### src/rtl/mem_arbiter.sv
// -----------------------------------------------------------------------------
// mem_arbiter
//
// Two-requester arbiter that connects an instruction cache (requester 0) and a
// data cache (requester 1) to one shared memory port. Each memory access is
// called a beat. Holding lockN keeps ownership across beats, so that a cache
// line refill or writeback runs as one burst. The burst is cut off after
// MAX_BURST beats, but only if the other requester is waiting.
// When both requesters ask from idle, the grant alternates round-robin,
// based on the last owner.
//
// Ports
//   clk              single clock, all state changes on the rising edge
//   reset            asynchronous, active-low reset
//   req0/req1        access request from requester 0 / 1
//   lock0/lock1      keep the grant after the current beat (burst)
//   we0/we1          write enable of the requester's beat
//   addr0/addr1      beat address              [ADDR_WIDTH]
//   wdata0/wdata1    beat write data           [DATA_WIDTH]
//   ack0/ack1        beat completed for that requester
//   rdata            read data (copy of mout), valid only with ack0/ack1
//   mreq             shared memory request
//   mwrite_en        shared memory write enable
//   maddr            shared memory address     [ADDR_WIDTH]
//   mdata            shared memory write data  [DATA_WIDTH]
//   mout             memory read data          [DATA_WIDTH]
//   mack             memory beat completion
//   grant            one-hot owner (bit0 = req0, bit1 = req1), 00 when idle
//   beat             beats completed in the current grant, saturates at 255
// -----------------------------------------------------------------------------
module mem_arbiter #(
  parameter int ADDR_WIDTH = 32,
  parameter int DATA_WIDTH = 32,
  parameter int MAX_BURST  = 8
) (
  input  logic                  clk,
  input  logic                  reset,
  input  logic                  req0,
  input  logic                  req1,
  input  logic                  lock0,
  input  logic                  lock1,
  input  logic                  we0,
  input  logic                  we1,
  input  logic [ADDR_WIDTH-1:0] addr0,
  input  logic [ADDR_WIDTH-1:0] addr1,
  input  logic [DATA_WIDTH-1:0] wdata0,
  input  logic [DATA_WIDTH-1:0] wdata1,
  output logic                  ack0,
  output logic                  ack1,
  output logic [DATA_WIDTH-1:0] rdata,
  output logic                  mreq,
  output logic                  mwrite_en,
  output logic [ADDR_WIDTH-1:0] maddr,
  output logic [DATA_WIDTH-1:0] mdata,
  input  logic [DATA_WIDTH-1:0] mout,
  input  logic                  mack,
  output logic [1:0]            grant,
  output logic [7:0]            beat
);

  typedef enum logic [1:0] {
    IDLE   = 2'b00,
    GRANT0 = 2'b01,
    GRANT1 = 2'b10
  } state_t;

  // The burst limit is widened to 9 bits. This lets beat+1 reach 256
  // without wrapping when the two are compared.
  localparam logic [8:0] BURST_LIMIT = 9'(MAX_BURST);

  state_t     state_q, state_d;
  logic       last_q, last_d;    // last owner; a tie from idle goes to !last
  logic [7:0] beat_q, beat_d;

  // Signals of the current owner, so that the release rules are written once.
  logic own_req, own_lock, other_req, own_ack, burst_full, release_now;
  logic owner_id;

  // ---------------------------------------------------------------------------
  // State register
  // ---------------------------------------------------------------------------
  // NOTE: sequential state uses non-blocking assignments only. This way every
  // flop samples the values from before the edge, whatever order the
  // simulator evaluates processes in.
  always_ff @(posedge clk or negedge reset) begin
    if (!reset) begin
      state_q <= IDLE;
      last_q  <= 1'b1;
      beat_q  <= 8'd0;
    end else begin
      state_q <= state_d;
      last_q  <= last_d;
      beat_q  <= beat_d;
    end
  end

  // ---------------------------------------------------------------------------
  // Owner selection
  // ---------------------------------------------------------------------------
  // NOTE: every signal written in an always_comb gets a default first. If any
  // path leaves a signal unassigned, a latch is inferred.
  always_comb begin
    owner_id  = 1'b0;
    own_req   = 1'b0;
    own_lock  = 1'b0;
    other_req = 1'b0;
    unique case (state_q)
      GRANT0: begin
        owner_id  = 1'b0;
        own_req   = req0;
        own_lock  = lock0;
        other_req = req1;
      end
      GRANT1: begin
        owner_id  = 1'b1;
        own_req   = req1;
        own_lock  = lock1;
        other_req = req0;
      end
      default: ;
    endcase
  end

  // A beat only counts while the owner is still requesting. A stray mack in
  // IDLE, or after the owner has dropped its request, is ignored.
  assign own_ack    = (state_q != IDLE) && own_req && mack;
  assign burst_full = ({1'b0, beat_q} + 9'd1) >= BURST_LIMIT;

  // Release when:
  //   - the owner abandons its request, or
  //   - a beat completes without lock, or
  //   - a locked beat reaches the burst limit while the other requester waits.
  // A locked owner with no competition is never cut off.
  assign release_now = (state_q != IDLE) &&
                       (!own_req ||
                        (own_ack && !own_lock) ||
                        (own_ack && own_lock && other_req && burst_full));

  // ---------------------------------------------------------------------------
  // Next state, last owner and beat counter
  // ---------------------------------------------------------------------------
  always_comb begin
    state_d = state_q;
    last_d  = last_q;
    beat_d  = beat_q;
    unique case (state_q)
      IDLE: begin
        if (req0 && req1)      state_d = last_q ? GRANT0 : GRANT1;
        else if (req0)         state_d = GRANT0;
        else if (req1)         state_d = GRANT1;
      end
      GRANT0, GRANT1: begin
        if (release_now) begin
          last_d  = owner_id;
          beat_d  = 8'd0;
          // The other requester is handed the grant directly, with no idle
          // cycle in between.
          if (other_req) state_d = owner_id ? GRANT0 : GRANT1;
          else           state_d = IDLE;
        end else if (own_ack && beat_q != 8'hFF) begin
          beat_d = beat_q + 8'd1;
        end
      end
      default: state_d = IDLE;
    endcase
  end

  // ---------------------------------------------------------------------------
  // Memory-side and requester-side outputs
  // ---------------------------------------------------------------------------
  // The memory outputs are muxed from the owner's inputs without a register.
  // They change within the same cycle, and the requester must hold them
  // stable until ack.
  always_comb begin
    mreq      = 1'b0;
    mwrite_en = 1'b0;
    maddr     = '0;
    mdata     = '0;
    ack0      = 1'b0;
    ack1      = 1'b0;
    unique case (state_q)
      GRANT0: begin
        mreq      = req0;
        mwrite_en = we0;
        maddr     = addr0;
        mdata     = wdata0;
        ack0      = mack & req0;
      end
      GRANT1: begin
        mreq      = req1;
        mwrite_en = we1;
        maddr     = addr1;
        mdata     = wdata1;
        ack1      = mack & req1;
      end
      default: ;
    endcase
  end

  assign grant = state_q;
  assign beat  = beat_q;
  assign rdata = mout;

endmodule

### config.mk
export PLATFORM = sky130hd
export DESIGN_NAME = mem_arbiter
export DESIGN_NICKNAME = d
export VERILOG_FILES = /design/src/rtl/mem_arbiter.sv
export SDC_FILE = /design/constraint.sdc
export NUM_CORES = 1
export LEC_CHECK = 0
export ABC_AREA = 0
export CAP_MARGIN = 20
export CORE_AREA = 2 2 109 111
export DETAILED_ROUTE_END_ITERATION = 10
export DIE_AREA = 0 0 111 113
export GPL_ROUTABILITY_DRIVEN = 0
export PLACE_DENSITY = 0.66
export SLEW_MARGIN = 10
export SYNTH_ARGS = -nofsm -noshare
export SYNTH_HDL_FRONTEND = slang
export SYNTH_SLANG_ARGS = --single-unit
### constraint.sdc
create_clock -name clk -period 4.3 [get_ports clk]
set_clock_uncertainty 0.2 [all_clocks]
set_input_delay 1.075 -clock clk [delete_from_list [all_inputs] [get_ports clk]]
set_output_delay 1.075 -clock clk [all_outputs]
set_load 0.01 [all_outputs]
# Word-level counts from Yosys, hierarchy flattened
# Index checks and enable logic that the tools add are counted.
[classes] n_eq_ne=5 magnitude_cmp=1 bitwise=2 add_sub_neg=2 n_mux=19 n_reduce_logical=20
[op_table] operator="32-bit one-hot mux with 2 select lines" n=2
[op_table] operator="8-bit 2-to-1 mux" n=2
[op_table] operator="2-bit 2-to-1 mux" n=7
[op_table] operator="8-bit by 1-bit adder with 9-bit output (second input constant)" n=1
[op_table] operator="9-bit by 4-bit >= comparator with 1-bit output (second input constant)" n=1
[op_table] operator="1-bit logical AND" n=9
[op_table] operator="8-bit by 1-bit adder with 8-bit output (second input constant)" n=1
[op_table] operator="8-bit != test (second input constant)" n=1
[op_table] operator="1-bit one-hot mux with 2 select lines" n=4
[op_table] operator="2-bit AND reduction" n=3
[op_table] operator="4-bit != test (second input constant)" n=1
[op_table] operator="2-bit one-hot mux with 2 select lines" n=1
[op_table] operator="2-bit nonzero test" n=2
[op_table] operator="1-bit 2-to-1 mux" n=3
[op_table] operator="1-bit bitwise AND" n=2
[op_table] operator="2-bit by 1-bit equality test with 1-bit output (second input constant)" n=1
[op_table] operator="2-bit equality test (second input constant)" n=1
[op_table] operator="1-bit zero test" n=2
[op_table] operator="2-bit zero test" n=1
[op_table] operator="1-bit logical OR" n=2
[op_table] operator="2-bit != test (second input constant)" n=1
[op_table] operator="2-bit OR reduction" n=1
[totals] register_bits=11 elab_cells=52 out_inout_bits=110

# Longest topological paths before layout
[logic_depth] ltp_word=11 depth_mapped=9 depth_no_buf=8

# Least setup slack after synthesis
# Ideal clock, no wire load.
[synth_path] kind="reg2out" start="reg state_q[0] (netlist: grant[0])" end="out maddr[14]" arrival_time_ns=1.698 stages_incl_launch_ff=8 setup_slack_ns=1.327 required_ns=3.025 cell_sequence="dfrtp_1 > inv_1 > ha_1 > buf_2 > clkbuf_1 > buf_1 > a22oi_1 > nor2b_1"
[synth_via] elab_chain_cells=2 word_cells_on_any_way=3
[synth_rtl] item="start: declaration" line="71" rtl="state_t state_q, state_d;"
[synth_rtl] item="start signal: assignment" line="91" rtl="state_q <= state_d;"
[synth_rtl] item="2-bit equality test or 2-bit by 1-bit equality test with 1-bit output (tied branches)" line="181" rtl="unique case (state_q)"
[synth_rtl] item="32-bit one-hot mux with 2 select lines (*)" line="181"
[synth_rtl] item="end: declaration" line="53" rtl="output logic [ADDR_WIDTH-1:0] maddr,"
# Mark *: on every way between the ends. The rest lies on a longest branch, timed or not.

# Worst setup path after layout
[layout_path] start="in req1" end="out mreq"
[layout_via] elab_chain_cells=1
[layout_rtl] item="start: declaration" line="39" rtl="input logic req1,"
[layout_rtl] item="1-bit one-hot mux with 2 select lines" line="181"
[layout_rtl] item="end: declaration" line="51" rtl="output logic mreq,"
# Every way passes these cells.

==> qor.csv <==
metric,value,unit
cts_buffers,3,
crit_chain,clkdlybuf4s50_1 -> a22o_1 -> nand2_1 -> inv_1 -> clkdlybuf4s50_1,
synth_seq_cells,11,
reg2reg_depth,9,
ys.warnings.count,0,
worstSetupPathType,primary input to output port,
grt_max_degree,40,
firstDrtPassIters,4,
final_core_util,38.0,%
die_w,111,um
maxCapViolations,0,
required,3020,ps
die_area,12500,um^2
worst_setup_path_end_kind,output port,
antenna_cells,0,
irDropWorstVdd,0.000233,V
rsz0062_at_grt,no,
fillers,1172,
synth_cells,295,
vias,2855,
drc_errors,0,
critPathLaunch,req1,
synth_fp_nets,470,
fp.dieH,113,um
cp_slowest_cell,clkdlybuf4s50_1,
ys_types,47,
cts_num_sinks,11,
cts_max_level,1,
fin_crit_sh,89.6,%
fp.coreArea,11300,um^2
drtIter0Drc,119,
root_buffer,clkbuf_16,
synth_edf_count,0,
cts.reportedPaths.clkPinSlew,40,ps
crit_end,mreq,
worstSetupPathDepth,5,
place_ws,453,ps
min_path_type,register to register,
vias_per_cell,4.72,
grt.total_usage,14.5,%
final_nets,638,
port_buffers,214,
tightestPinTransition,566,ps
ys_seq_area_share,12.7,%
post_cts_buffers,0,
wl,9.65,mm
syn_area,2180,um^2
start_util,19.3,%
cts.path.max_buffers,2,
slew_headroom,62.2,%
min_period,3850,ps
r2r_start,grant[0],
avgSynthCellArea,7.38,um^2
critical_path.top_delay_family,buffers and inverters,
hold_ws,402,ps
cp_slowest_stage_delay,600,ps
cp_max_fo,7,
fmax,260,MHz
power.density,435,nW/um^2
io_pins,279,
r2r_end,beat[3],
grt_overflow_total,0,
status,completed,
detail_route.wl_per_cell,15.9,um
postCtsResizedCells,0,
antenna_found_initial,0,
async_reset_ff_share,100,%
p_leak,1.50,nW
start_kind,primary input,
synth-main-ff-cell,dfrtp_1,
path_common_cell,clkdlybuf4s50_1,
drive_above_1_share,5.84,%
clock_latency,240,ps
cp.arrival,2580,ps
setup_ws,449,ps
fin_tns_setup,0,ps
ctsHoldBuffers,0,
r2r_slack,1550,ps
cts_tree,built,
slew_viol_final,0,
area_growth,96.9,%
grt_pass1_wl,15.0,mm
grt_pass1_vias,2814,
finalHoldViolations,0,
finalSetupViolCount,0,
dp_hpwl,7.77,mm
path_buf_inv,3,
ant_nets,0,
power,0.00187,W
rows,39,
==> placed cells by master (no fill, tap or decap), types with 2 or more instances in the layout <==
| cell type | n |
|---|---|
| nor4_1 | 2 |
| o21ai_1 | 5 |
| a21oi_1 | 6 |
| o211ai_1 | 6 |
| nand2_1 | 10 |
| nand3_1 | 5 |
| o21bai_1 | 2 |
| clkbuf_16 | 3 |
| inv_1 | 11 |
| ha_1 | 3 |
| nor2_1 | 9 |
| clkdlybuf4s50_1 | 214 |
| dfrtp_1 | 10 |
| mux2i_1 | 3 |
| o211ai_2 | 2 |
| mux2_4 | 2 |
| nor2b_1 | 65 |
| ha_2 | 3 |
| buf_4 | 6 |
| nor3_1 | 2 |
| a22oi_1 | 65 |
| and3_1 | 3 |
==> worst min-delay path by stage <==
stage	start	endpoint	slack [ps]	cells past startpoint
final	beat[0]	beat[0]	400	1
after global routing	beat[1]	beat[1]	430	2
after CTS	beat[0]	beat[0]	400	1
after detailed placement	beat[1]	beat[1]	400	2
after global placement	beat[0]	beat[0]	380	1
after floorplan	beat[0]	beat[0]	390	1
==> cell usage after synthesis (2+ instances only) <==
cell type | number | area, um^2
a22oi_1 | 65 | 488
mux2_4 | 2 | 30.0
o211ai_1 | 6 | 45.0
buf_2 | 2 | 10.0
o21bai_1 | 2 | 15.0
nor4_1 | 2 | 12.5
nor3_1 | 2 | 10.0
a21oi_1 | 6 | 30.0
nor2b_1 | 65 | 407
buf_4 | 32 | 240
nand3_1 | 5 | 25.0
nor2_1 | 9 | 33.8
inv_1 | 11 | 41.3
clkbuf_1 | 17 | 63.8
dfrtp_1 | 10 | 250
nand2_1 | 10 | 37.5
mux2i_1 | 3 | 30.0
o21ai_1 | 5 | 25.0
o211ai_2 | 2 | 25.0
ha_1 | 6 | 75.1
buf_1 | 5 | 18.8
and3_1 | 3 | 18.8
==> final cells by class <==
cell class,instances,area [um^2],share of cell area [%]
Clock buffer,4,78.8,1.84
Inverter,11,41.3,0.964
Multi-Input combinational cell,216,1520,35.5
Sequential cell,11,277,6.45
Tap cell,143,179,4.18
Timing Repair Buffer,220,2190,51.1
==> kinds of logic (layout without fill, tap and decap cells) <==
kind of cell	count (synthesis)	count (layout)	share of synthesized area [%]
xor gates and xnor gates	1	1	0.403
AOI/OAI and AO/OA	95	95	32.8
DFF	11	11	12.7
adders and majority gates	6	6	3.45
muxes	5	5	2.76
buffers and inverters	68	235	17.7
and+or+nand+nor	109	109	30.2
==> state kept, by name (all words and copies together), names as in the netlist <==
| signal | cells |
|---|---|
| last_q | 1 |
| beat | 8 |
| grant | 2 |
==> metrics by stage <==
stage          cell area (um^2)  std cells
2_1_floorplan              2180        295
6_report                   4280        605
3_5_place_dp               4210        601
5_1_grt                    4280        605
4_1_cts                    4280        605
3_3_place_gp               4210        601
==> report_power, final <==
part | switching, W | internal, W | total, W
logic | 0.000709 | 0.000847 | 0.00156
clock network | 0.0000501 | 0.000125 | 0.000175
registers | 0.0000138 | 0.000120 | 0.000134
total | 0.000773 | 0.00109 | 0.00187
==> metal layers <==
metal | wire length, um | GRT usage (%) | vias up
li1 | - | - | 1361
met5 | 0 | 0 | -
met2 | 4900 | 25.8 | 165
met4 | 81 | 2.75 | 0
met1 | 3810 | 17.9 | 1319
met3 | 854 | 3.43 | 10
Power figures use the tool's default switching activity.
